--- src/rtl/hazard_pkg.sv ---
// rtl/hazard_pkg.sv - shared types and stage numbering for the hazard scoreboard
package hazard_pkg;

  localparam int STG_EX   = 1;
  localparam int STG_MEM1 = 2;
  localparam int STG_MEM2 = 3;
  localparam int STG_WB   = 4;

  localparam int DEF_REGW = 5;
  localparam int DEF_SELW = $clog2(STG_WB + 1);

  typedef enum logic [1:0] {
    ST_RUN   = 2'd0,
    ST_HOLD  = 2'd1,
    ST_DRAIN = 2'd2
  } hz_state_e;

  typedef struct packed {
    logic                vld;
    logic [DEF_REGW-1:0] rd;
    logic [DEF_SELW-1:0] rdy;
  } shadow_t;

endpackage

--- src/rtl/hazard_src_check.sv ---
// rtl/hazard_src_check.sv - one operand: youngest in-flight match, forward select, readiness
module hazard_src_check
  import hazard_pkg::*;
#(
  parameter int NSTAGE = STG_WB,
  parameter int REGW   = DEF_REGW,
  parameter int SELW   = DEF_SELW
) (
  input  logic [NSTAGE-1:0]      i_vld,
  input  logic [NSTAGE*REGW-1:0] i_rd,
  input  logic [NSTAGE*SELW-1:0] i_rdy,
  input  logic [REGW-1:0]        i_src,
  input  logic                   i_used,
  input  logic                   i_late,
  output logic [SELW-1:0]        o_fwd_sel,
  output logic                   o_stall
);

  // Walk oldest to youngest so the youngest match overwrites older ones.
  always_comb begin
    o_fwd_sel = '0;
    o_stall   = 1'b0;
    for (int k = NSTAGE; k >= STG_EX; k--) begin
      if (i_vld[k-1] && i_used && (i_src != '0) && (i_rd[(k-1)*REGW +: REGW] == i_src)) begin
        o_fwd_sel = SELW'(k);
        o_stall   = ({1'b0, SELW'(k)} <
                     ({1'b0, i_rdy[(k-1)*SELW +: SELW]} + {{SELW{1'b0}}, ~i_late}));
      end
    end
  end

endmodule

--- src/rtl/hazard_scoreboard.sv ---
// rtl/hazard_scoreboard.sv - in-flight write shadow, forward selects, stall/hold/flush sequencing
module hazard_scoreboard
  import hazard_pkg::*;
#(
  parameter int NSTAGE = STG_WB,
  parameter int NSRC   = 2,
  parameter int REGW   = DEF_REGW,
  parameter int CNTW   = 8,
  parameter int SELW   = $clog2(NSTAGE + 1)
) (
  input  logic                   i_clk,
  input  logic                   i_rst_n,
  input  logic                   i_id_valid,
  input  logic                   i_id_rfwr,
  input  logic [REGW-1:0]        i_id_rd,
  input  logic [SELW-1:0]        i_id_rdy_stg,
  input  logic [NSRC*REGW-1:0]   i_id_src,
  input  logic [NSRC-1:0]        i_id_src_used,
  input  logic [NSRC-1:0]        i_id_src_late,
  input  logic                   i_ext_stall,
  input  logic                   i_whole_req,
  input  logic                   i_exc_req,
  input  logic [NSTAGE-1:0]      i_exc_kill,
  input  logic                   i_dcache_ok,
  output logic                   o_pc_wr,
  output logic                   o_if_id_wr,
  output logic                   o_id_ex_wr,
  output logic [NSTAGE-2:0]      o_stage_wr,
  output logic                   o_bubble,
  output logic [NSRC*SELW-1:0]   o_fwd_sel,
  output logic                   o_data_stall,
  output logic                   o_whole_stall,
  output logic                   o_stall_timeout
);

  shadow_t                r_sh [STG_EX:NSTAGE];
  hz_state_e              r_state;
  hz_state_e              w_state_nxt;
  logic [CNTW-1:0]        r_cnt;
  logic [NSTAGE-1:0]      w_vld;
  logic [NSTAGE*REGW-1:0] w_rd;
  logic [NSTAGE*SELW-1:0] w_rdy;
  logic [NSRC-1:0]        w_src_stall;
  logic                   w_upd1;
  logic                   w_shift;
  logic                   w_kill;
  shadow_t                w_new1;

  for (genvar k = STG_EX; k <= NSTAGE; k++) begin : g_flat
    assign w_vld[k-1]                = r_sh[k].vld;
    assign w_rd[(k-1)*REGW +: REGW]  = r_sh[k].rd;
    assign w_rdy[(k-1)*SELW +: SELW] = r_sh[k].rdy;
  end

  for (genvar j = 0; j < NSRC; j++) begin : g_src
    hazard_src_check #(.NSTAGE(NSTAGE), .REGW(REGW), .SELW(SELW)) u_chk (
      .i_vld     (w_vld),
      .i_rd      (w_rd),
      .i_rdy     (w_rdy),
      .i_src     (i_id_src[j*REGW +: REGW]),
      .i_used    (i_id_src_used[j]),
      .i_late    (i_id_src_late[j]),
      .o_fwd_sel (o_fwd_sel[j*SELW +: SELW]),
      .o_stall   (w_src_stall[j])
    );
  end

  assign o_data_stall    = i_id_valid & ((|w_src_stall) | i_ext_stall);
  assign o_whole_stall   = ~o_id_ex_wr;
  assign o_stall_timeout = (r_cnt == '1);

  // A HOLD cycle whose whole_req has dropped falls through to the RUN rules.
  always_comb begin
    w_state_nxt = r_state;
    o_pc_wr     = 1'b0;
    o_if_id_wr  = 1'b0;
    o_id_ex_wr  = 1'b0;
    o_stage_wr  = '0;
    o_bubble    = 1'b0;
    w_upd1      = 1'b0;
    w_shift     = 1'b0;
    w_kill      = 1'b0;
    w_new1      = '0;
    if (i_exc_req) begin
      o_pc_wr     = 1'b1;
      o_if_id_wr  = 1'b1;
      o_id_ex_wr  = 1'b1;
      o_stage_wr  = {(NSTAGE-1){i_dcache_ok}};
      w_upd1      = 1'b1;
      w_shift     = i_dcache_ok;
      w_kill      = 1'b1;
      w_state_nxt = i_dcache_ok ? ST_RUN : ST_DRAIN;
    end else if (r_state == ST_DRAIN) begin
      if (i_dcache_ok) begin
        o_stage_wr  = '1;
        w_upd1      = 1'b1;
        w_shift     = 1'b1;
        w_state_nxt = ST_RUN;
      end
    end else if (i_whole_req) begin
      w_state_nxt = ST_HOLD;
    end else begin
      w_state_nxt = ST_RUN;
      o_id_ex_wr  = 1'b1;
      o_stage_wr  = '1;
      w_upd1      = 1'b1;
      w_shift     = 1'b1;
      if (o_data_stall) begin
        o_bubble = 1'b1;
      end else begin
        o_pc_wr    = 1'b1;
        o_if_id_wr = 1'b1;
        w_new1.vld = i_id_valid & i_id_rfwr & (i_id_rd != '0);
        w_new1.rd  = i_id_rd;
        w_new1.rdy = i_id_rdy_stg;
      end
    end
  end

  // Kill bits index the stage an entry occupied before this cycle's shift.
  always_ff @(posedge i_clk or negedge i_rst_n) begin
    if (!i_rst_n) begin
      for (int k = STG_EX; k <= NSTAGE; k++) r_sh[k] <= '0;
      r_state <= ST_RUN;
      r_cnt   <= '0;
    end else begin
      r_state <= w_state_nxt;
      if (r_state == ST_RUN)  r_cnt <= '0;
      else if (r_cnt != '1)   r_cnt <= r_cnt + 1'b1;
      if (w_upd1) r_sh[STG_EX] <= w_new1;
      for (int k = STG_MEM1; k <= NSTAGE; k++) begin
        if (w_shift)                         r_sh[k] <= (w_kill && i_exc_kill[k-2]) ? '0 : r_sh[k-1];
        else if (w_kill && i_exc_kill[k-1])  r_sh[k] <= '0;
      end
    end
  end

endmodule

--- config.mk ---
export PLATFORM = sky130hd
export DESIGN_NAME = hazard_scoreboard
export DESIGN_NICKNAME = d
export VERILOG_FILES = /design/src/rtl/hazard_pkg.sv /design/src/rtl/hazard_src_check.sv /design/src/rtl/hazard_scoreboard.sv
export SDC_FILE = /design/constraint.sdc
export NUM_CORES = 1
export LEC_CHECK = 0
export CAP_MARGIN = 20
export CORE_ASPECT_RATIO = 2
export CORE_MARGIN = 5
export CORE_UTILIZATION = 30
export DETAILED_ROUTE_END_ITERATION = 10
export GPL_TIMING_DRIVEN = 1
export PLACE_DENSITY = 0.59
export SLEW_MARGIN = 20
export SYNTH_ARGS = -nofsm -noshare
export SYNTH_HDL_FRONTEND = slang
export SYNTH_SLANG_ARGS = --single-unit
--- constraint.sdc ---
create_clock -name i_clk -period 2.9 [get_ports i_clk]
set_input_delay 0.29 -clock i_clk [delete_from_list [all_inputs] [get_ports i_clk]]
set_output_delay 0.29 -clock i_clk [all_outputs]
set_load 0.02 [all_outputs]
After elaboration in Yosys (flattened, before gate mapping)
Cells that the tools add are included.
Widths: inputs -> output; s select.
{"block": "totals", "in_bits": 34, "regBits": 46, "elab_cells": 139, "output_inout_bits": 16}
{"block": "classes", "n_reduce_logical": 35, "n_eq_ne": 12, "n_addsub": 9, "n_bitwise": 7, "order_cmp": 8, "mux": 54}
{"cell": "$mux 9", "count": 11}
{"cell": "$eq 5x5->1", "count": 8}
{"cell": "$mux 3", "count": 12}
{"cell": "$add 3x1->4", "count": 8}
{"cell": "$logic_and 1x1->1", "count": 28}
{"cell": "$mux 1", "count": 25}
{"cell": "$lt 2x4->1 const A", "count": 4}
{"cell": "$mux 8", "count": 2}
{"cell": "$reduce_bool 5->1", "count": 3}
{"cell": "$add 8x1->8 const B", "count": 1}
{"cell": "$eq 8x8->1 const B", "count": 1}
{"cell": "$lt 1x4->1 const A", "count": 2}
{"cell": "$lt 3x4->1 const A", "count": 2}
{"cell": "$mux 2", "count": 4}
{"cell": "$ne 8x8->1 const B", "count": 1}
{"cell": "$reduce_bool 2->1", "count": 2}
{"cell": "$and 1x1->1", "count": 3}
{"cell": "$ne 3x3->1 const B", "count": 1}
{"cell": "$not 1->1", "count": 3}
{"cell": "$eq 2x2->1 const B", "count": 1}
{"cell": "$logic_not 2->1", "count": 1}
{"cell": "$reduce_or 2->1", "count": 1}
{"cell": "$or 1x1->1", "count": 1}

Depth between registers and ports, before layout
Gate-level depths: netlist (run 1).
{"block": "depth", "ltp_word": 14, "mapped_depth": 11, "depth_no_buf": 10}

By module
Synthesis (run 1) repeated with hierarchy kept, for this count alone.
{"block": "hier_totals", "cells_unflattened": 322, "area_unflattened_um2": 3109.2}
{"module": "hazard_scoreboard", "instances": 1, "seq_area_each_um2": 1151.1, "cells_per_inst": 180, "area_per_inst_um2": 2048.2}
{"module": "hazard_src_check", "instances": 2, "seq_area_each_um2": 0.0, "cells_per_inst": 71, "area_per_inst_um2": 530.5}

Worst setup path after synthesis (run 1)
No wires, ideal clock.
{"block": "synth_timing", "path_type": "input-to-output", "start": "input i_id_src[7]", "end": "output o_pc_wr", "arrival_ps": 2302, "n_path_buf": 2, "path_slack_ps": 308, "cell_stages": 9, "required_ps": 2610, "cell_sequence": "buf_2 -> or4_4 -> o21a_4 -> nand4_2 -> nand4_1 -> o21a_1 -> and2_4 -> a311o_1 -> buf_4"}
{"block": "synth_between", "elab_chain_len": 14, "word_cells_on_any_way": 24, "cone_classes": "4 x eq/ne; 8 x mux; 2 x bitwise; 10 x reduce/logical"}
{"item": "start: declaration", "line": "hazard_scoreboard.sv:17", "text": "input logic [NSRC*REGW-1:0] i_id_src,"}
{"item": "$reduce_bool 5->1", "line": "hazard_src_check.sv:24", "text": "if (i_vld[k-1] && i_used && (i_src != '0) && (i_rd[(k-1)*REGW +: REGW] == i_src)) begin"}
{"item": "$logic_and 1x1->1 (2 in a row)", "line": "hazard_src_check.sv:24"}
{"item": "$mux 1 (3 in a row)", "line": "hazard_src_check.sv:24"}
{"item": "$mux 1 (*)", "line": "hazard_src_check.sv:24"}
{"item": "$reduce_or 2->1 (*)", "line": "hazard_scoreboard.sv:68", "text": "assign o_data_stall = i_id_valid & ((|w_src_stall) | i_ext_stall);"}
{"item": "$or 1x1->1 (*)", "line": "hazard_scoreboard.sv:68"}
{"item": "$and 1x1->1 (*)", "line": "hazard_scoreboard.sv:68"}
{"item": "$mux 1 (*) (4 in a row)"}
{"item": "end: declaration", "line": "hazard_scoreboard.sv:25", "text": "output logic o_pc_wr,"}
Mark *: on every way between the ends. The rest lies on a longest branch, timed or not.

Worst setup path after layout (run 1)
{"block": "layout_timing", "start": "register r_sh[0] in the netlist's numbering", "end": "output o_if_id_wr"}
{"block": "layout_between", "elab_chain_len": 13, "word_cells_on_any_way": 19, "cone_classes": "2 x add/sub; 2 x order compare; 12 x mux; 2 x bitwise; 1 x reduce/logical"}
{"item": "start: declaration", "line": "hazard_scoreboard.sv:36", "text": "shadow_t r_sh [STG_EX:NSTAGE];"}
{"item": "start signal: indexed assignment", "line": "hazard_scoreboard.sv:130", "text": "if (w_upd1) r_sh[STG_EX] <= w_new1;"}
{"item": "start signal: indexed assignment", "line": "hazard_scoreboard.sv:132", "text": "if (w_shift) r_sh[k] <= (w_kill && i_exc_kill[k-2]) ? '0 : r_sh[k-1];"}
{"item": "$add 3x1->4", "line": "hazard_src_check.sv:27", "text": "({1'b0, i_rdy[(k-1)*SELW +: SELW]} + {{SELW{1'b0}}, ~i_late}));"}
{"item": "$lt 3x4->1", "line": "hazard_src_check.sv:26", "text": "o_stall = ({1'b0, SELW'(k)} <"}
{"item": "$mux 1 (4 in a row)", "line": "hazard_src_check.sv:24"}
{"item": "$reduce_or 2->1 (*)", "line": "hazard_scoreboard.sv:68"}
{"item": "$or 1x1->1 (*)", "line": "hazard_scoreboard.sv:68"}
{"item": "$and 1x1->1 (*)", "line": "hazard_scoreboard.sv:68"}
{"item": "$mux 1 (*)", "line": "hazard_scoreboard.sv:108", "text": "if (o_data_stall) begin"}
{"item": "$mux 1 (*)", "line": "hazard_scoreboard.sv:100", "text": "end else if (i_whole_req) begin"}
{"item": "$mux 1 (*)", "line": "hazard_scoreboard.sv:93", "text": "end else if (r_state == ST_DRAIN) begin"}
{"item": "$mux 1 (*)", "line": "hazard_scoreboard.sv:84", "text": "if (i_exc_req) begin"}
{"item": "end: declaration", "line": "hazard_scoreboard.sv:26", "text": "output logic o_if_id_wr,"}
Marks and branches as above.

==> results.tsv, run 1 <==
stage	metric	value	unit
outcome	status	finished clean	
placed_design	place_congestion	0.797	
critical_path	end_kind	output pin	
clock_tree	cts_num_sinks	46	
synthesis	synth_edf_count	0	
sta	finalSetupViolCount	0	
critical_path	ff2ff_setup_slack	0.66	ns
clock_tree	cts_made_buffers	5	
sta	period_minus_slack	2.89	ns
cells_and_area	layout_commonest_cell	nand2_1	
critical_path	cp_top_family	simple AND/OR/NAND/NOR gates	
clock_tree	clk_path_buf_depth	2	
cells_and_area	antenna_cells	0	
synthesis	async_flop_share	1.00	
synthesis	synth_ff_type	dfrtp_1	
grt	grt_use_total	0.161	
sta	worst_hold_slack	0.00791	ns
routing	vias_per_cell	5.06	
synthesis	ys_seq_area_frac	0.370	
routing	route.detailed.drc	0	
grt	grt_pass1_wl	15700	um
power_and_ir_drop	p_per_area	397	mW/mm^2
sta	slew_viol_final	0	
sta	fmax	346	MHz
cells_and_area	final_cells	580	
floorplanning	core_area	0.0101	mm^2
clock_tree	tritoncts	yes	
cells_and_area	fin_nets	489	
critical_path	path_buf_inv	2	
routing	first_iter_violations	166	
sta	worst-slew-pin-transition	0.814	ns
min_path	hp-class	in2async	
power_and_ir_drop	p_leak	2.02	nW
floorplanning	die-area	0.0126	mm^2
routing	routed_wl	9680	um
sta	rsz0062_at_grt	true	
critical_path	crit_path_start	r_sh[0]	
grt	grt_pass1_vias	3084	
synthesis	syn_nets	400	
critical_path	reg2reg_depth	10	
critical_path	r2r-end	r_sh[35]	
placed_design	place_inst	559	
critical_path	worst_path_max_delay_cell	dfrtp_1	
floorplanning	rows	52	
clock_tree	root_buffer	clkbuf_16	
critical_path	cp.arrival	2.60	ns
sta	slew_headroom	0.456	
critical_path	r2r-start	r_sh[0]	
routing	post_drt_wl_per_cell	16.7	um
grt	grt_antenna_before_repair	0	
sta	skew	0.00910	ns
critical_path	worstPathRequired	2.61	ns
synthesis	yosysWarnings	0	
sta	fin_crit_sh	0.997	
synthesis	synth.distinct_cells	50	
placed_design	place_ws	-0.542	ns
routing	ant_nets	0	
floorplanning	start_util	0.307	
grt	grt_max_degree	47	
clock_tree	htree_levels	2	
critical_path	crit_type	reg2out	
sta	setup_tns	0	ns
clock_tree	cts-hold-fix-buffers	0	
floorplanning	pin_count	50	
synthesis	synthesis.area	0.00311	mm^2
run	drv_cap	0	
routing	vias	2936	
placed_design	port_buffers	49	
critical_path	cp-start-kind	flop	
critical_path	crit_fanout	3	
synthesis	synth-seq-cells	46	
floorplanning	die_h	154	um
sta	hold_violations	0	
clock_tree	clkLatencyLatePin	0.29	ns
critical_path	max_stage_delay	0.40	ns
critical_path	path_cells	ha_2 > ha_4 > nor2_2 > nor3b_2 > a21oi_2 > nor4_2 > o31ai_2 > and2_4 > a311o_1 > buf_4 > buf_6	
cells_and_area	final_cell_mix	67 x nand2_1, 57 x buf_4, 45 x dfrtp_1	
routing	firstDrtPassIters	4	
clock_tree	path_clk_slew	0.07	ns
synthesis	synthCells	355	
grt	global_route.overflow_total	0	
placed_design	dpl.hpwl	7230	um
power_and_ir_drop	ir_drop	0.376	mV
synthesis	avgSynthCellArea	8.77	um^2
sta	setup_ws	0.00839	ns
cells_and_area	syn2layout_area_growth	41.0	%
critical_path	worstSetupEndpoint	o_if_id_wr	
critical_path	critical_path_depth	11	
cells_and_area	final_layout_size_suffix_gt1_frac	0.238	
floorplanning	die_width	82.0	um
[per-stage QoR]
stage                     power, W  instance area (um^2)   util
after floorplan           0.000929                  3110      -
after global placement     0.00109                  3970  0.391
after detailed placement   0.00110                  3970  0.391
after CTS                  0.00174                  4250  0.419
after global routing       0.00183                  4390  0.432
final                      0.00174                  4390  0.432
[Yosys cell counts, types with 2 or more instances]
cell type,instances,area (um^2)
nand2_1,67,251
dfrtp_1,46,1150
a21oi_1,37,185
xor2_1,25,219
xnor2_1,17,149
nor2_1,16,60.1
ha_1,11,138
a32o_1,9,90.1
clkbuf_1,9,33.8
nor4_1,9,56.3
a41o_1,8,80.1
buf_2,7,35.0
inv_1,7,26.3
o21ai_0,7,35.0
a31oi_1,6,37.5
and3_1,6,37.5
nor2b_1,6,37.5
buf_4,4,30.0
mux2i_1,4,40.0
nand3_1,4,20.0
nand4_1,4,25.0
a21boi_0,3,22.5
buf_1,3,11.3
buf_6,3,33.8
nor3_1,3,15.0
nor3b_1,3,22.5
or2_2,3,18.8
and2_1,2,12.5
nand4_2,2,25.0
o21a_1,2,15.0
o22ai_1,2,12.5
or4_4,2,22.5
[repair_timing]
action / in CTS / in global routing
pin swaps: 24 / 12
endpoints found under the setup margin: 10 / 5
gates resized for setup: 45 / 27
endpoints found under the hold margin: 0 / 0
buffers inserted: 8 / 6
gates cloned: 0 / 0
[power breakdown]
| group | switching, W | internal (W) | leakage, nW |
|---|---|---|---|
| clock network | 0.000254 | 0.000369 | 0.0801 |
| registers | 0.0000440 | 0.000676 | 0.628 |
| logic | 0.000214 | 0.000187 | 1.32 |
[cells by family after synthesis]
logic type | count (synthesis) | synth area share
AOI/OAI and AO/OA | 83 | 0.184
xor gates and xnor gates | 42 | 0.118
adders and majority gates | 11 | 0.0442
buffers and inverters | 35 | 0.0571
DFF | 46 | 0.370
muxes | 4 | 0.0129
and+or+nand+nor | 134 | 0.214
[layout make-up]
class                   count  area [um^2]
well taps                 135          169
flip-flops and latches     46         1150
multi-input cells         274         1950
fillers                  1059         5760
clock inverters             1         8.76
repair buffers            108          921
clock buffers               7          153
inverters                   9         33.8
[layer usage]
layer	track usage	wire, um	share of wire
met4	0.0769	456	0.047
met3	0.0205	347	0.036
met1	0.168	3340	0.35
met5	0	0	0
met2	0.299	5530	0.57
[flip-flops by register name, indices dropped and copies added, names as in the netlist]
signal / flops
r_sh: 36
r_cnt: 8
r_state: 2
[worst min path at each step]
stage	start	to	cells past startpoint
final	i_rst_n	r_sh[14]	1
after global routing	i_rst_n	r_sh[14]	1
after CTS	i_rst_n	r_sh[23]	1
after detailed placement	r_cnt[4]	r_cnt[4]	1
after global placement	r_cnt[4]	r_cnt[4]	1
after floorplan	i_rst_n	r_cnt[0]	0
Power figures use the tool's default switching activity.
==> run 2: changes to the inputs <==
Settings changed: ABC_AREA from default to 1, PLACE_DENSITY 0.59 to 0.45.
==> results.tsv, run 2 <==
stage	metric	value	unit	change
floorplanning	start_util	0.306		was 0.307
synthesis	synth_top_family_by_area	simple AND/OR/NAND/NOR gates		unchanged
cells_and_area	layout_commonest_cell	nand2_1		unchanged
routing	firstDrtPassIters	4		unchanged
critical_path	crit_fanout	2		was 3
synthesis	synthCells	526		was 355
floorplanning	rows	54		was 52
clock_tree	path_clk_slew	0.07	ns	about the same
synthesis	synth_ff_type	dfrtp_1		unchanged
cells_and_area	antenna_cells	0		unchanged
routing	routed_wl	11700	um	was 9680 um
sta	fmax	355	MHz	was 346 MHz
clock_tree	cts_num_sinks	46		unchanged
run	drv_cap	0		unchanged
routing	vias	3525		was 2,936
grt	grt_use_total	0.180		was 0.161
critical_path	crit_top_cell	nand2_1		
routing	ant_nets	0		unchanged
routing	first_iter_violations	155		was 166
critical_path	ff2ff_setup_slack	0.92	ns	was 0.66 ns
clock_tree	root_buffer	clkbuf_16		unchanged
synthesis	synth_top_cells_by_count	196 x nand2_1, 60 x nor2_1, 58 x inv_1		was 67 x nand2_1, 46 x dfrtp_1, 37 x a21oi_1
synthesis	synth_most_common_cell	nand2_1		unchanged
critical_path	worstPathRequired	2.61	ns	about the same
sta	hold_violations	0		unchanged
grt	global_route.overflow_total	0		unchanged
synthesis	yosysTopAreaCellShare	0.343		was 0.370
synthesis	yosys.area_share.simple	0.408		was 0.214
critical_path	cp.arrival	2.52	ns	was 2.60 ns
routing	route.detailed.drc	0		unchanged
cells_and_area	syn2layout_area_growth	29.2	%	was 41.0%
clock_tree	clkLatencyLatePin	0.30	ns	was 0.29 ns
critical_path	crit_type	in2out		was reg2out
synthesis	synth_edf_count	0		unchanged
power_and_ir_drop	seqPwrFrac	0.424		was 0.413
power_and_ir_drop	p_per_area	382	mW/mm^2	was 397 mW/mm^2
cells_and_area	fin_nets	646		was 489
cells_and_area	largest_register	r_sh		unchanged
power_and_ir_drop	clockPowerShare	0.361		was 0.357
routing	post_drt_wl_per_cell	15.7	um	was 16.7 um
power_and_ir_drop	p_comb_frac	0.215		was 0.230
synthesis	avgSynthCellArea	6.37	um^2	was 8.77 um^2
power_and_ir_drop	sw_frac_of_total	0.304		was 0.293
power_and_ir_drop	p_leak	2.23	nW	was 2.02 nW
placed_design	port_buffers	49		unchanged
clock_tree	cts_setup_buffers	0		was 8
cells_and_area	largest_register_ffs	36		unchanged
grt	grt_pass1_wl	18900	um	was 15,700 um
clock_tree	htree_levels	2		unchanged
synthesis	synth_compound_area_frac	0.0933		was 0.184
sta	finalSetupViolCount	0		unchanged
sta	skew	0.00612	ns	was 0.00910 ns
synthesis	synth-seq-cells	46		unchanged
placed_design	dpl.hpwl	9470	um	was 7230 um
floorplanning	die_h	159	um	was 154 um
floorplanning	die-area	0.0135	mm^2	was 0.0126 mm^2
synthesis	synthTopCellsByArea	dfrtp_1 34%, nand2_1 22%, nor2_1 6.7%		was dfrtp_1 37%, nand2_1 8.1%, xor2_1 7.0%
cells_and_area	final_layout_size_suffix_gt1_frac	0.115		was 0.238
cells_and_area	reg_top3	r_sh: 36 flops, r_cnt: 8 flops, r_state: 2 flops		unchanged
grt	grt_max_degree	47		unchanged
synthesis	yosysWarnings	0		unchanged
clock_tree	clk_path_buf_depth	2		unchanged
synthesis	synth.distinct_cells	32		was 50
synthesis	ys_seq_area_frac	0.343		was 0.370
grt	grt_antenna_before_repair	0		unchanged
critical_path	end_kind	output pin		unchanged
power_and_ir_drop	ir_drop	0.246	mV	was 0.376 mV
cells_and_area	n_fill_cell	1225		was 1,059
sta	fin_crit_sh	0.970		was 0.997
critical_path	path_cells	clkdlybuf4s50_1 > inv_1 > ha_1 > ha_1 > nand2_1 > o21a_1 > nand3_1 > nand2_1 > nand2_1 > nand2_1 > nand2_2 > o21ai_4 > inv_2 > o21ai_2 > clkdlybuf4s15_1		was ha_2 > ha_4 > nor2_2 > nor3b_2 > a21oi_2 > nor4_2 > o31ai_2 > and2_4 > a311o_1 > buf_4 > buf_6
floorplanning	die_width	84.7	um	was 82.0 um
placed_design	place_inst	734		was 559
placed_design	place_congestion	0.894		was 0.797
sta	rsz0062_at_grt	true		unchanged
critical_path	worst_path_max_delay_cell	clkdlybuf4s50_1		was dfrtp_1
cells_and_area	final_cells	742		was 580
clock_tree	tritoncts	yes		unchanged
sta	period_minus_slack	2.81	ns	was 2.89 ns
cells_and_area	final_cell_mix	196 x nand2_1, 60 x nor2_1, 58 x inv_1		was 67 x nand2_1, 57 x buf_4, 45 x dfrtp_1
sta	worst_hold_slack	0.0835	ns	was 0.00791 ns
critical_path	max_stage_delay	0.50	ns	was 0.40 ns
floorplanning	pin_count	50		unchanged
outcome	status	finished clean		unchanged
power_and_ir_drop	intPower	0.00115	W	was 0.00123 W
synthesis	async_flop_share	1.00		unchanged
sta	worst-slew-pin-transition	0.645	ns	was 0.814 ns
floorplanning	core_area	0.0109	mm^2	was 0.0101 mm^2
synthesis	syn_nets	571		was 400
min_path	hp-class	in2async		unchanged
synthesis	synthesis.area	0.00335	mm^2	was 0.00311 mm^2
clock_tree	cts_made_buffers	5		unchanged
synthesis	yosys.area.top_type	dfrtp_1		unchanged
sta	slew_viol_final	0		unchanged
routing	vias_per_cell	4.75		was 5.06
synthesis	synth_xor_area_frac	0.0131		was 0.118
synthesis	synth_fa_ha_area_frac	0.0411		was 0.0442
synthesis	synthMuxAreaShare	0		was 0.0129
critical_path	cp-start-kind	input port		was flop
power_and_ir_drop	p_switching	0.000503	W	was 0.000511 W
grt	grt_pass1_vias	3603		was 3,084
sta	slew_headroom	0.570		was 0.456
==> run 2: path summary, 6_finish.rpt <==
path	to	depth (start not counted)	startpoint
worst max-delay path	o_if_id_wr	15	i_id_src_late[1]
worst min-delay path	r_sh[7]	2	i_rst_n
worst max register to register	r_sh[27]	13	r_sh[18]
worst min register to register	r_sh[35]	2	r_sh[35]
max in group asynchronous	r_sh[9]	2	i_rst_n
min in group i_clk	r_sh[35]	2	r_sh[35]
==> run 2: cells by family after synthesis <==
| kind of cell | count (synthesis) |
|---|---|
| compound gates | 54 |
| xor+xnor | 5 |
| fa+ha+maj | 11 |
| buf+inv | 82 |
| flops | 46 |
| simple gates | 328 |
==> run 2: what timing repair did <==
| action | in CTS | in global routing |
|---|---|---|
| resized for setup | 6 | 9 |
| setup endpoints to repair | 4 | 7 |
| hold buffers | 0 | 0 |
==> run 2: routing by layer <==
layer | GRT usage | wire [um] | up-vias
met5 | 0 | 0 | -
met4 | 0.105 | 720 | 0
met3 | 0.0269 | 376 | 27
met2 | 0.338 | 6360 | 76
met1 | 0.182 | 4230 | 1610
li1 | - | - | 1812
==> run 2: power by group through the flow <==
stage	registers, W	logic (W)	clock network (W)
final	0.000702	0.000356	0.000597
after detailed placement	0.000714	0.000363	0
after global routing	0.000706	0.000402	0.000639
after CTS	0.000702	0.000363	0.000618
after floorplan	0.000702	0.000193	0
after global placement	0.000713	0.000362	0
==> run 2: worst max-delay path: cells and delay by family <==
family	cells	cell delay [ns]
buf+inv	4	0.95
compound gates	3	0.40
simple gates	6	0.40
fa+ha+maj	2	0.48
==> run 2: final cells by class <==
type                    count  area (um^2)  share of cell area
inverters                  70          263              0.0607
clock inverters             1         5.00             0.00116
multi-input cells         398         1870               0.431
repair buffers             80          727               0.168
well taps                 140          175              0.0405
flip-flops and latches     46         1150               0.266
clock buffers               7          143              0.0329
==> run 2: through the flow <==
stage	total power (W)	TNS (ns)	utilization	instance area [um^2]	worst slack, ns
global placement	0.00108	-0.818	0.381	4170	-0.268
detailed placement	0.00108	-0.852	0.381	4170	-0.275
global route	0.00175	-0.210	0.396	4330	-0.105
CTS	0.00168	0	0.394	4310	0.00352
finish	0.00165	0	0.396	4330	0.0862
floorplan	0.000895	0	-	3350	0.527
